## src/rtl/pulse_qualifier_pkg.sv

```systemverilog
// Shared types and constants for the pulse qualifier.
package pulse_qualifier_pkg;

  typedef enum logic [1:0] {
    IDLE  = 2'd0,
    COUNT = 2'd1,
    SAT   = 2'd2
  } state_t;

  // Saturation value 2^w-1 for a w-bit counter (w in 1..32).
  function automatic logic [31:0] sat_value(input int unsigned w);
    return (w >= 32) ? 32'hFFFF_FFFF : ((32'd1 << w) - 32'd1);
  endfunction

endpackage

```

## src/rtl/pulse_qualifier_if.sv

```systemverilog
// Bus bundle for the pulse qualifier: channel inputs, thresholds and results.
interface pulse_qualifier_if #(
  parameter int NUM_CH = 4,
  parameter int CNT_W  = 24
);
  logic [NUM_CH-1:0]       i_in;
  logic [NUM_CH-1:0]       i_polarity;
  logic [CNT_W-1:0]        i_min;
  logic [CNT_W-1:0]        i_max;
  logic                    i_clr;
  logic [NUM_CH-1:0]       o_strobe;
  logic [NUM_CH-1:0]       o_reject;
  logic [NUM_CH*CNT_W-1:0] o_width;
  logic [NUM_CH-1:0]       o_ovf;

  modport master (
    output i_in, i_polarity, i_min, i_max, i_clr,
    input  o_strobe, o_reject, o_width, o_ovf
  );

  modport slave (
    input  i_in, i_polarity, i_min, i_max, i_clr,
    output o_strobe, o_reject, o_width, o_ovf
  );
endinterface

```

## src/rtl/pulse_qualifier_ch.sv

```systemverilog
// One qualifier channel: optional input synchronizer, IDLE/COUNT/SAT FSM,
// saturating width counter and min/max evaluation at pulse end.
// Build option: PULSE_QUALIFIER_SYNC_EN adds a 2-flop synchronizer on raw.
module pulse_qualifier_ch
  import pulse_qualifier_pkg::*;
#(
  parameter int CNT_W = 24
) (
  input  logic             clk,
  input  logic             rst_n,
  input  logic             raw,
  input  logic             pol,
  input  logic [CNT_W-1:0] min_w,
  input  logic [CNT_W-1:0] max_w,
  input  logic             clr,
  output logic             strobe,
  output logic             reject,
  output logic [CNT_W-1:0] width,
  output logic             ovf
);

  localparam logic [CNT_W-1:0] SAT_VAL = CNT_W'(sat_value(CNT_W));

  logic smp;
  logic act;

`ifdef PULSE_QUALIFIER_SYNC_EN
  logic [1:0] sync_q;

  // Two-flop synchronizer for the asynchronous channel level.
  always_ff @(posedge clk or negedge rst_n) begin
    if (!rst_n) sync_q <= '0;
    else        sync_q <= {sync_q[0], raw};
  end

  assign smp = sync_q[1];
`else
  assign smp = raw;
`endif

  // Polarity flip makes "active" always mean 1; a polarity change simply
  // looks like a level change.
  assign act = smp ^ pol;

  state_t           state, state_nxt;
  logic [CNT_W-1:0] cnt, cnt_nxt;
  logic             end_evt;
  logic             sat_hit;
  logic             accept;

  // Next state, next count, pulse-end and saturation events.
  always_comb begin
    state_nxt = state;
    cnt_nxt   = cnt;
    end_evt   = 1'b0;
    sat_hit   = 1'b0;
    accept    = (cnt >= min_w) && ((max_w == '0) || (cnt <= max_w));
    case (state)
      IDLE: begin
        if (act) begin
          cnt_nxt   = CNT_W'(1);
          state_nxt = COUNT;
          // Only reachable for a 1-bit counter.
          if (cnt_nxt == SAT_VAL) begin
            state_nxt = SAT;
            sat_hit   = 1'b1;
          end
        end
      end
      COUNT: begin
        if (act) begin
          cnt_nxt = cnt + CNT_W'(1);
          if (cnt_nxt == SAT_VAL) begin
            state_nxt = SAT;
            sat_hit   = 1'b1;
          end
        end else begin
          end_evt   = 1'b1;
          state_nxt = IDLE;
          cnt_nxt   = '0;
        end
      end
      SAT: begin
        // Counter holds at SAT_VAL; never wraps.
        if (!act) begin
          end_evt   = 1'b1;
          state_nxt = IDLE;
          cnt_nxt   = '0;
        end
      end
      default: begin
        state_nxt = IDLE;
        cnt_nxt   = '0;
      end
    endcase
  end

  // FSM state and width counter registers.
  always_ff @(posedge clk or negedge rst_n) begin
    if (!rst_n) begin
      state <= IDLE;
      cnt   <= '0;
    end else begin
      state <= state_nxt;
      cnt   <= cnt_nxt;
    end
  end

  // Registered results: one-cycle strobe/reject, last width, sticky overflow
  // where a saturation in the same cycle beats a clear.
  always_ff @(posedge clk or negedge rst_n) begin
    if (!rst_n) begin
      strobe <= 1'b0;
      reject <= 1'b0;
      width  <= '0;
      ovf    <= 1'b0;
    end else begin
      strobe <= end_evt & accept;
      reject <= end_evt & ~accept;
      if (end_evt) width <= cnt;
      if (sat_hit)  ovf <= 1'b1;
      else if (clr) ovf <= 1'b0;
    end
  end

endmodule

```

## src/rtl/pulse_qualifier.sv

```systemverilog
// Multi-channel pulse width qualifier: NUM_CH independent channels sharing
// min/max thresholds and the sticky-flag clear.
// Build option: PULSE_QUALIFIER_SYNC_EN enables per-bit input synchronizers.
module pulse_qualifier #(
  parameter int NUM_CH = 4,
  parameter int CNT_W  = 24
) (
  input  logic               i_clk,
  input  logic               i_rst_n,
  pulse_qualifier_if.slave   bus
);

  logic [NUM_CH-1:0] clr_fan;

  assign clr_fan = {NUM_CH{bus.i_clr}};

  for (genvar n = 0; n < NUM_CH; n++) begin : g_ch
    pulse_qualifier_ch #(.CNT_W(CNT_W)) u_ch (
      .clk    (i_clk),
      .rst_n  (i_rst_n),
      .raw    (bus.i_in[n]),
      .pol    (bus.i_polarity[n]),
      .min_w  (bus.i_min),
      .max_w  (bus.i_max),
      .clr    (clr_fan[n]),
      .strobe (bus.o_strobe[n]),
      .reject (bus.o_reject[n]),
      .width  (bus.o_width[n*CNT_W +: CNT_W]),
      .ovf    (bus.o_ovf[n])
    );
  end

endmodule

```

## src/flat_wrapper.sv

```systemverilog
// flat-port wrapper written by rule: the top's interface ports become plain ports
module pulse_qualifier_flat 
#(
  parameter int NUM_CH = 4,
  parameter int CNT_W  = 24
)
  (i_clk, i_rst_n, bus_i_in, bus_i_polarity, bus_i_min, bus_i_max, bus_i_clr, bus_o_strobe, bus_o_reject, bus_o_width, bus_o_ovf);
  pulse_qualifier_if #(.NUM_CH(NUM_CH), .CNT_W(CNT_W)) bus_i ();
  input  logic i_clk;
  input  logic i_rst_n;
  input wire logic [$bits(bus_i.i_in)-1:0] bus_i_in;
  input wire logic [$bits(bus_i.i_polarity)-1:0] bus_i_polarity;
  input wire logic [$bits(bus_i.i_min)-1:0] bus_i_min;
  input wire logic [$bits(bus_i.i_max)-1:0] bus_i_max;
  input wire logic [$bits(bus_i.i_clr)-1:0] bus_i_clr;
  output wire logic [$bits(bus_i.o_strobe)-1:0] bus_o_strobe;
  output wire logic [$bits(bus_i.o_reject)-1:0] bus_o_reject;
  output wire logic [$bits(bus_i.o_width)-1:0] bus_o_width;
  output wire logic [$bits(bus_i.o_ovf)-1:0] bus_o_ovf;
  assign bus_i.i_in = bus_i_in;
  assign bus_i.i_polarity = bus_i_polarity;
  assign bus_i.i_min = bus_i_min;
  assign bus_i.i_max = bus_i_max;
  assign bus_i.i_clr = bus_i_clr;
  assign bus_o_strobe = bus_i.o_strobe;
  assign bus_o_reject = bus_i.o_reject;
  assign bus_o_width = bus_i.o_width;
  assign bus_o_ovf = bus_i.o_ovf;
  pulse_qualifier #(.NUM_CH(NUM_CH), .CNT_W(CNT_W)) u_core (.i_clk(i_clk), .i_rst_n(i_rst_n), .bus(bus_i));
endmodule
```

## config.mk

```make
export PLATFORM = sky130hd
export DESIGN_NAME = pulse_qualifier_flat
export DESIGN_NICKNAME = d
export VERILOG_FILES = /design/src/rtl/pulse_qualifier_pkg.sv /design/src/rtl/pulse_qualifier_if.sv /design/src/rtl/pulse_qualifier_ch.sv /design/src/rtl/pulse_qualifier.sv /design/src/flat_wrapper.sv
export SDC_FILE = /design/constraint.sdc
export NUM_CORES = 1
export LEC_CHECK = 0
export ABC_CLOCK_PERIOD_IN_PS = 3900
export CORE_MARGIN = 5
export CORE_UTILIZATION = 55
export CTS_BUF_LIST = sky130_fd_sc_hd__clkbuf_4 sky130_fd_sc_hd__clkbuf_8
export DETAILED_ROUTE_END_ITERATION = 12
export GPL_TIMING_DRIVEN = 0
export PLACE_DENSITY_LB_ADDON = 0.3
export SKIP_LAST_GASP = 1
export SLEW_MARGIN = 40
export SYNTH_ARGS = -nofsm -noshare
export SYNTH_HDL_FRONTEND = slang
export SYNTH_SLANG_ARGS = --single-unit
```

## constraint.sdc

```tcl
create_clock -name i_clk -period 3.9 [get_ports i_clk]
set_input_delay 0.78 -clock i_clk [delete_from_list [all_inputs] [get_ports i_clk]]
set_output_delay 0.78 -clock i_clk [all_outputs]
set_load 0.01 [all_outputs]
```

Yosys cells after proc, flatten, opt, wreduce, memory -nomap -nowiden

Index checks and enable logic that the tools add are counted.

Bitwise gates (word level): 16
Eq/ne operators: 24
Magnitude comparators: 8
$add $sub $neg: 4
Mux-type cells: 61
Reduce and logical (&&, ||, !) cells: 29

Operators by type and width:

| kind                                                | count |
|---|---|
| two-way mux 24 bit                                  | 12 |
| one-hot mux 24 bit (3 select lines)                 | 4 |
| adder 24 x 1 -> 24 bit, second input constant       | 4 |
| equality test 24 bit, second input constant         | 4 |
| greater-or-equal comparator 24 bit                  | 4 |
| less-or-equal comparator 24 bit                     | 4 |
| two-way mux 2 bit                                   | 16 |
| two-way mux 1 bit                                   | 25 |
| zero test 24 bit                                    | 1 |
| one-hot mux 2 bit (3 select lines)                  | 4 |
| inequality test 2 bit, second input constant        | 8 |
| inequality test 3 bit, second input constant        | 4 |
| AND reduction 3 bit                                 | 4 |
| AND 1 bit                                           | 8 |
| equality test 2 x 1 -> 1 bit, second input constant | 4 |
| equality test 2 bit, second input constant          | 4 |
| zero test 2 bit                                     | 4 |
| AND reduction 2 bit                                 | 4 |
| nonzero test 2 bit                                  | 4 |
| OR reduction 2 bit                                  | 4 |
| logical AND 1 bit                                   | 4 |
| logical OR 1 bit                                    | 4 |
| inverter 1 bit                                      | 4 |
| XOR 1 bit                                           | 4 |

Output and inout bits: 108
Bits in registers: 212

Logic depth before layout (Yosys ltp)

Gate-level depths: netlist of the first run.

Depth in word-level cells: 6
Gate-level depth with buffers: 9
Depth with buffers taken out: 9

Hierarchy

A second synthesis of the first run with hierarchy kept.

Cell total of the unflattened synthesis: 1,857
Area, all modules: 16,388.2 µm²

Modules (own cells, without submodules):

| module                                       | times used | area an instance (µm²) | seq. area each (µm²) | cells an instance |
|---|---|---|---|---|
| pulse_qualifier_ch (u_core.g_ch[1].u_ch ...) | 2          | 4,022.6                | 1,326.3              | 459 |
| pulse_qualifier_ch (u_core.g_ch[3].u_ch)     | 1          | 4,195.3                | 1,326.3              | 480 |
| pulse_qualifier_ch (u_core.g_ch[0].u_ch)     | 1          | 4,147.7                | 1,326.3              | 459 |

Worst setup path after synthesis of the first run

Ideal clock, no wire load.

Kind: input to register
From: in bus_i_min[17]
To: reg u_core.g_ch[1].u_ch.strobe
Library setup time: 120 ps
Cell stages on the path: 9
Arrival: 2,568 ps
Path slack: 1,213 ps
Cells stage by stage: inv_1 ha_1 a21o_1 a21o_1 a211o_1 o211ai_1 a21oi_1 or4_1 and3b_1

Word-level cells in the longest chain between the ends: 3

Ends and longest elaborated chain:

| element                            | RTL line                  | text |
|---|---|---|
| from (decl)                        | flat_wrapper.sv:13        | `input wire logic [$bits(bus_i.i_min)-1:0] bus_i_min;` |
| greater-or-equal comparator 24 bit | pulse_qualifier_ch.sv:57  | `accept = (cnt >= min_w) && ((max_w == '0) \|\| (cnt <= max_w));` |
| logical AND 1 bit                  | pulse_qualifier_ch.sv:57  |  |
| AND 1 bit                          | pulse_qualifier_ch.sv:118 | `strobe <= end_evt & accept;` |
| to (signal assigned)               | pulse_qualifier_ch.sv:118 |  |
| to (decl)                          | pulse_qualifier_ch.sv:16  | `output logic strobe,` |

No other way between the ends.
A chain may end at the register's enable or synchronous reset.

Worst setup path after layout of the first run

From: reg u_core.g_ch[3].u_ch.cnt[1]
To: reg u_core.g_ch[3].u_ch.state[0]

Word-level cells in the longest chain between the ends: 4

Ends and longest elaborated chain:

| element                         | RTL line                  | text |
|---|---|---|
| from (decl)                     | pulse_qualifier_ch.sv:46  | `logic [CNT_W-1:0] cnt, cnt_nxt;` |
| from (signal assigned)          | pulse_qualifier_ch.sv:105 | `cnt <= cnt_nxt;` |
| adder 24 x 1 -> 24 bit          | pulse_qualifier_ch.sv:72  | `cnt_nxt = cnt + CNT_W'(1);` |
| equality test 24 bit            | pulse_qualifier_ch.sv:73  | `if (cnt_nxt == SAT_VAL) begin` |
| inequality test 3 bit (no line) | -                         |  |
| AND reduction 3 bit (no line)   | -                         |  |
| to (signal assigned)            | pulse_qualifier_ch.sv:104 | `state <= state_nxt;` |
| to (decl)                       | pulse_qualifier_ch.sv:45  | `state_t state, state_nxt;` |

No other way between the ends.

==> results of run 1 <==
==> power by group through the flow <==
stage | clock network (mW) | logic, mW | registers [mW]
after CTS | 2.28 | 1.86 | 2.47
after global placement | 0 | 1.77 | 2.50
after detailed placement | 0 | 1.84 | 2.51
after floorplan | 0 | 1.15 | 2.49
after global routing | 2.38 | 2.09 | 2.50
final | 2.24 | 1.89 | 2.48
==> cell usage in the layout (no fill, tap or decap), types with 50 or more instances in the layout <==
| master | Yosys | final |
|---|---|---|
| nand4_1 | 72 | 72 |
| clkdlybuf4s50_1 | 0 | 165 |
| ha_1 | 212 | 212 |
| inv_1 | 81 | 81 |
| dfrtp_1 | 212 | 212 |
| a21oi_1 | 75 | 75 |
| nor2_1 | 59 | 59 |
| clkbuf_8 | 0 | 50 |
| nand2_1 | 181 | 181 |
| mux2_2 | 83 | 83 |
| o21ai_0 | 177 | 177 |
==> layer usage <==
metal	up-vias	global-route usage, %
li1	6585	-
met4	0	13.2
met3	169	5.70
met2	733	47.0
met5	-	0
met1	6794	40.7
==> synth_stat cells (8+ instances only) <==
cell type  instances  area, um^2
o31ai_1           23         173
and3_1            14        87.6
o21ai_0          177         886
a21o_1            47         353
xnor2_1           15         131
nand4_1           72         450
o41ai_1            8        70.1
nand2_1          181         679
nor2_1            59         221
ha_1             212        2650
nand3_1           39         195
mux2_2            83         935
a211oi_1           9        67.6
mux2i_1            8        80.1
a31oi_1           37         231
o211ai_1          15         113
a211o_1            9        78.8
a21oi_1           75         375
and4_1             9        78.8
nor4_1            22         138
dfrtp_1          212        5310
nor3_1            22         110
xor2_1             8        70.1
buf_4             13        97.6
nand2b_1          12        75.1
buf_2             17        85.1
or3_1             14        87.6
clkbuf_1          46         173
nor2b_1           15        93.8
inv_1             81         304
and2_1            11        68.8
==> final timing paths <==
| kind | endpoint | slack (ns) |
|---|---|---|
| hold reg to reg | u_core.g_ch[3].u_ch.width[4] | 0.48 |
| hold / removal | u_core.g_ch[2].u_ch.cnt[10] | 0.14 |
| max in group asynchronous | u_core.g_ch[1].u_ch.width[22] | 2.80 |
| min in group i_clk | u_core.g_ch[3].u_ch.width[4] | 0.48 |
| setup / recovery | u_core.g_ch[3].u_ch.state[0] | 0.87 |
| setup reg to reg | u_core.g_ch[3].u_ch.state[0] | 0.87 |
==> stage by stage <==
stage	TNS, ns	instances	area (um^2)	total power, mW	setup slack, ns
floorplan	0	1660	15300	3.64	1.21
global placement	-1445.18	2204	17400	4.27	-6.84
detailed placement	0	2207	17500	4.35	0.461
CTS	0	2272	18300	6.61	0.934
global route	0	2272	18400	6.97	0.642
finish	0	2272	18400	6.61	0.870
==> layout make-up <==
type                            instances  area (um^2)  area share, %
Inverter                               81          304           1.66
Clock inverter                          7         65.1          0.355
Tap cell                              378          473           2.58
Clock buffer                           58          748           4.08
Buffer                                 83          394           2.15
Multi-Input combinational cell       1284         9310           50.7
Sequential cell                       212         5310           28.9
Timing Repair Buffer                  169         1750           9.53
==> worst max-delay path: stages (launching register included) <==
cell and delay (ns):
dfrtp_1 0.60, ha_1 0.39, nand4_2 0.21, or3_1 0.40
or4_1 0.41, o211ai_1 0.13, o211ai_2 0.20, a221o_1 0.33
a211o_1 0.26
==> kinds of logic after synthesis <==
kind of cell	count (synthesis)	share of synthesized area (%)
adder cells (fa/ha/maj)	212	17.3
multiplexers	92	6.70
AO/OA/AOI/OAI	449	18.0
buffers and inverters	164	4.56
XOR/XNOR	23	1.32
AND/OR/NAND/NOR	508	17.4
flip-flops	212	34.7
==> sequential cells by signal, indices dropped and copies added (netlist names) <==
register                 flops
u_core.g_ch.u_ch.cnt        96
u_core.g_ch.u_ch.ovf         4
u_core.g_ch.u_ch.strobe      4
u_core.g_ch.u_ch.width      96
u_core.g_ch.u_ch.state       8
u_core.g_ch.u_ch.reject      4
==> summary.md, run 1 <==
| Metric | Value |
|---|---|
| First-pass GRT wire length | roughly 75 mm |
| Largest net degree at the start of global routing | between 60 and 70 |
| Internal Power | 4.33 mW |
| Nets | around 2100 |
| Sequential Power Share | between 30% and 40% |
| Met2 routed WL | approximately 21 mm |
| CTS buffer count | 38 |
| Critical path origin | u_core.g_ch[3].u_ch.cnt[1] |
| Fillcell total | 2305 |
| Synth Cell Area | ~15000 um^2 |
| Core Area | 27600 um^2 |
| Total Wirelength | roughly 47 mm |
| Crit. End Element | register |
| Mapped Cells | ~1700 |
| P_sw | roughly 2.3 mW |
| Worst hold path class | primary input to async pin |
| CTS root buf | clkbuf_8 |
| Mean Syn Cell Area | 9.22 um^2 |
| Final Max Tran Viols | 0 |
| CTS tree | yes |
| Chip Height | 177 um |
| Slew @ Worst Pin | between 0.7 and 0.8 ns |
| Critical Path RT | 4.32 ns |
| Avg WL per Cell | about 21 um |
| Hold Vio Cnt, Final | 0 |
| Setup Fix Bufs, Post-CTS | 0 |
| GR Overflow Total | 0 |
| Reg-to-Reg Start | u_core.g_ch[3].u_ch.cnt[1] |
| Fin crit share | just under 80% |
| RSZ-0062 raised after global routing | no |
| Die Wd | roughly 180 um |
| Routed wl met3 | around 4.3 mm |
| Via count | between 10000 and 15000 |
| Gates resized, CTS repair | 0 |
| Pre-Repair DR Iteration Count | 6 |
| Layout cells sized above 1 | between 10% and 20% |
| Synth async-reset ratio | 100% |
| Detailed-route vias per instance | roughly 6.3 |
| Initial antenna violation count | 0 |
| Final Critical Period | ~3.0 ns |
| Syn_nets | roughly 1900 |
| Top Layer Used | met4 |
| WS Path Type | register to register |
| Synthesis warning total | 0 |
| # hold bufs at CTS | 0 |
| CP Launch Type | register |
| Final ANT Viol Nets | 0 |
| DR iter-0 viols | around 1600 |
| Ys flop type | dfrtp_1 |
| Clock Skews | between 0.02 and 0.025 ns |
| Layout area overhead | 19.9% |
| Final Setup Violations | 0 |
| N_diodes | 0 |
| Vias in the first global route | between 10000 and 15000 |
| R2R cell count | 8 |
| CP max FO | 10 |
| Yosys cell types | 70 |
| CTS H-tree depth | 2 |
| Total GRT Usage | 30.0% |
| Final RePlAce weighted congestion | about 0.97 |
| Outcome | finished, final reports clean |
| Post-layout util | about 66% |
| Met1 WL | about 20 mm |
| Sequential fraction of the synthesis area | 34.7% |
| Detailed-placement wirelength estimate | ~35 mm |
| Comb power frac | between 20 and 30% |
| Clk_lat worst skew | ~0.56 ns |
| Residual DRC | 0 |
| Leakage power | roughly 8.8 nW |
| Io pins | approximately 170 |
| Maximum vdd drop | 0.390 mV |
| Clock power share | between 30% and 40% |
| DIE AREA | 31300 um^2 |
| CTS clk-pin slew, worst paths | 0.07 ns |
| Initial Util | about 55% |
| Max-cap check violation count | 0 |
| Critical path arrival | approximately 3.5 ns |
| CTS Sinks | between 200 and 250 |
| Number of enable flip-flop cells after synthesis | 0 |
| Switching share of total power | around a third |
| F_max | 330 MHz |
| Site Rows | about 60 |
| Power density over the cells | around 360 nW/um^2 |
| PortBufs | between 150 and 200 |
| Synth Register Bits | approximately 210 |
| Hold WS | between 0.1 and 0.15 ns |
| Max_slew headroom | about half |
| Worst-case clock buffer depth | 3 |
No activity file was read; power rests on OpenSTA's default activity.
==> run 2, diff against run 1 <==
Settings changed: ABC_CLOCK_PERIOD_IN_PS 3900 to 2600, CORE_UTILIZATION 55 to 54.
Clock period 3.9 ns to 2.6 ns, I/O delays scaled along.
==> summary.md, run 2 (synthesis gave the netlist of run 1 again) <==
| Metric | Value |
|---|---|
| CTS tree | yes |
| Detailed-placement wirelength estimate | 35.4 mm (+0.37%) |
| Critical path arrival | 3.09 ns (-0.36 ns) |
| Slew @ Worst Pin | 0.638 ns (-0.114 ns) |
| Initial Util | 55.0% (-0.46 points) |
| Max_slew headroom | 56.3% (+6.6 points) |
| Clk_lat worst skew | 0.55 ns (about the same) |
| Worst-case clock buffer depth | 3 (unchanged) |
| DIE AREA | 31800 um^2 (+1.7%) |
| Site Rows | 61 (unchanged) |
| Max-cap check violation count | 0 (unchanged) |
| Chip Height | 178 um (+0.87%) |
| Power density over the cells | 538 nW/um^2 (+49%) |
| GR Overflow Total | 0 (unchanged) |
| CTS H-tree depth | 2 (unchanged) |
| CP Launch Type | register |
| Layout area overhead | 22.9% |
| Final setup margin | -0.0672 ns (-0.937 ns) |
| Residual DRC | 0 (unchanged) |
| Crit path largest cell delay | 0.50 ns (-0.10 ns) |
| Fillcell total | 2206 (-4.3%) |
| R2R cell count | 9 (+1) |
| Finished Cell Area | 18800 um^2 (+2.5%) |
| Final ANT Viol Nets | 0 (unchanged) |
| Largest regs | u_core.g_ch.u_ch.cnt x96, u_core.g_ch.u_ch.width x96, u_core.g_ch.u_ch.state x8 |
| Largest net degree at the start of global routing | 77 (+12%) |
| Total GRT Usage | 29.5% (-0.46 points) |
| Leakage power | 9.00 nW (+2.5%) |
| Avg WL per Cell | 20.8 um (about the same) |
| N_diodes | 0 (unchanged) |
| CP max FO | 8 (-2) |
| Maximum vdd drop | 0.395 mV (+1.5%) |
| Crit. End Element | register |
| F_max | 375 MHz (+14%) |
| Final Critical Period | 2.67 ns (-0.363 ns) |
| Layout cells sized above 1 | 14.3% (+3.2 points) |
| CP Cell Sequence | ha_2 > nand4_1 > buf_4 > nor3_1 > xnor2_1 > a31oi_1 > nand4_1 > a31oi_1 > mux2_1 |
| Initial antenna violation count | 1 (+1) |
| Dpl cell area | 17500 um^2 (unchanged) |
| Worst hold path class | primary input to async pin |
| Most common cell after layout, fill and taps aside | ha_1 |
| Core Area | 27900 um^2 (+0.83%) |
| CTS Sinks | 212 (unchanged) |
| First-pass GRT wire length | 74.7 mm (-0.42%) |
| Outcome | finished, violations left |
| CTS buffer count | 39 (+2.6%) |
| Pre-Repair DR Iteration Count | 6 (unchanged) |
| Clock Skews | 0.0204 ns (-0.00461 ns) |
| RSZ-0062 raised after global routing | yes |
| DR iter-0 viols | 1674 (+4.0%) |
| Most frequent cells in the layout | ha_1 (209), dfrtp_1 (199), nand2_1 (180) |
| Critical Path RT | 3.02 ns (-1.30 ns) |
| WS Path Type | register to register |
| Detailed-route vias per instance | 6.32 (+0.50%) |
| Hold Vio Cnt, Final | 0 (unchanged) |
| Fin crit share | 103% (+25 points) |
| Via count | 14554 (+1.9%) |
| Final Setup Violations | 1 (+1) |
| Fin cells | 2304 (+1.4%) |
| CTS root buf | clkbuf_8 |
| Io pins | 167 (unchanged) |
| Number of cells after detailed placement | 2207 (unchanged) |
| CTS clk-pin slew, worst paths | 0.06 ns (about the same) |
| PortBufs | 166 (unchanged) |
| Die Wd | 178 um (+0.87%) |
| Slowest CP cell | dfrtp_2 |
| Total Wirelength | 47.9 mm (+1.4%) |
| Nets | 2170 (+1.4%) |
| Vias in the first global route | 14017 (-0.071%) |
| Failing checks | setup timing |
| Final Max Tran Viols | 0 (unchanged) |
| Final RePlAce weighted congestion | 0.949 (-2.5%) |
[run 2: cell types whose count changed in the layout (fill, tap and decap cells not counted), sizes merged]
cell,before,now
buf,37,61
bufinv,1,2
clkbuf,108,111
clkdlybuf4s50,165,164
clkinv,4,6
clkinvlp,2,4
dlygate4sd3,0,1
dlymetal6s2s,0,1
inv,81,80
[run 2: repair_timing]
| item | 4_1_cts | 5_1_grt |
|---|---|---|
| pin swaps | 4 | 15 |
| endpoints found under the hold margin | 22 | 0 |
| resized for setup | 15 | 58 |
| hold buffers | 1 | 0 |
| cloned | 0 | 0 |
| setup buffers | 8 | 20 |
| endpoints found under the setup margin | 13 | 33 |
[run 2: per-stage QoR]
| stage | TNS [ns] | utilization, % | setup WS, ns | hold WS [ns] | power [mW] |
|---|---|---|---|---|---|
| after detailed placement | -24.38 | 62.9 | -0.680 | 0.380 | 6.52 |
| after CTS | -0.0919 | 66.4 | -0.0919 | 0.400 | 10.0 |
| after global routing | -0.230 | 67.5 | -0.157 | 0.424 | 10.6 |
| after global placement | -1687.10 | 62.6 | -7.89 | 0.463 | 6.40 |
| after floorplan | 0 | - | 0.0743 | 0.224 | 5.47 |
| final | -0.0672 | 67.5 | -0.0672 | 0.409 | 10.1 |
[run 2: path summary, 6_finish.rpt]
check | slack (ns) | start | endpoint
max | -0.07 | u_core.g_ch[1].u_ch.cnt[1] | u_core.g_ch[1].u_ch.state[0]
min | 0.41 | i_rst_n | u_core.g_ch[2].u_ch.cnt[4]
max reg2reg | -0.07 | u_core.g_ch[1].u_ch.cnt[1] | u_core.g_ch[1].u_ch.state[0]
min reg2reg | 0.48 | u_core.g_ch[2].u_ch.width[0] | u_core.g_ch[2].u_ch.width[0]
max in group asynchronous | 1.26 | i_rst_n | u_core.g_ch[0].u_ch.cnt[10]
min in group i_clk | 0.48 | u_core.g_ch[2].u_ch.width[0] | u_core.g_ch[2].u_ch.width[0]
[run 2: power by group]
part | internal (mW) | total (mW) | switching (mW)
clock network | 1.98 | 3.42 | 1.44
logic | 1.17 | 2.99 | 1.82
registers | 3.50 | 3.71 | 0.212
[run 2: area by class of cell]
type	count	area, um^2	area share [%]
sequential	212	5320	28.3
clock inverter	11	113	0.599
clock buffer	57	722	3.84
buffer	83	433	2.30
inverter	81	308	1.64
tap	378	473	2.51
multi-input combinational	1284	9470	50.3
timing repair buffer	198	1980	10.5
[run 2: worst max-delay path: cells and delay by family, from the launching register on]
kind	cells	cell delay (ns)
XOR/XNOR	1	0.10
adder cells (fa/ha/maj)	1	0.28
buffers and inverters	1	0.22
multiplexers	1	0.33
AO/OA/AOI/OAI	2	0.41
AND/OR/NAND/NOR	3	0.70
flip-flops	1	0.50
[run 2: metal layers]
layer  track usage, %  vias to the layer above  routed length, um
met5                0                        -                  0
met4             11.7                        0               1930
met3             5.34                      163               4720
met2             47.5                      815              21700
met1             39.6                     6916              19600
li1                 -                     6660                  -
==> run 3, diff against run 2 <==
Settings changed: ABC_CLOCK_PERIOD_IN_PS 2600 to not set.
==> results of run 3 <==
Final layout, timing and power as in run 2 (identical DEF).
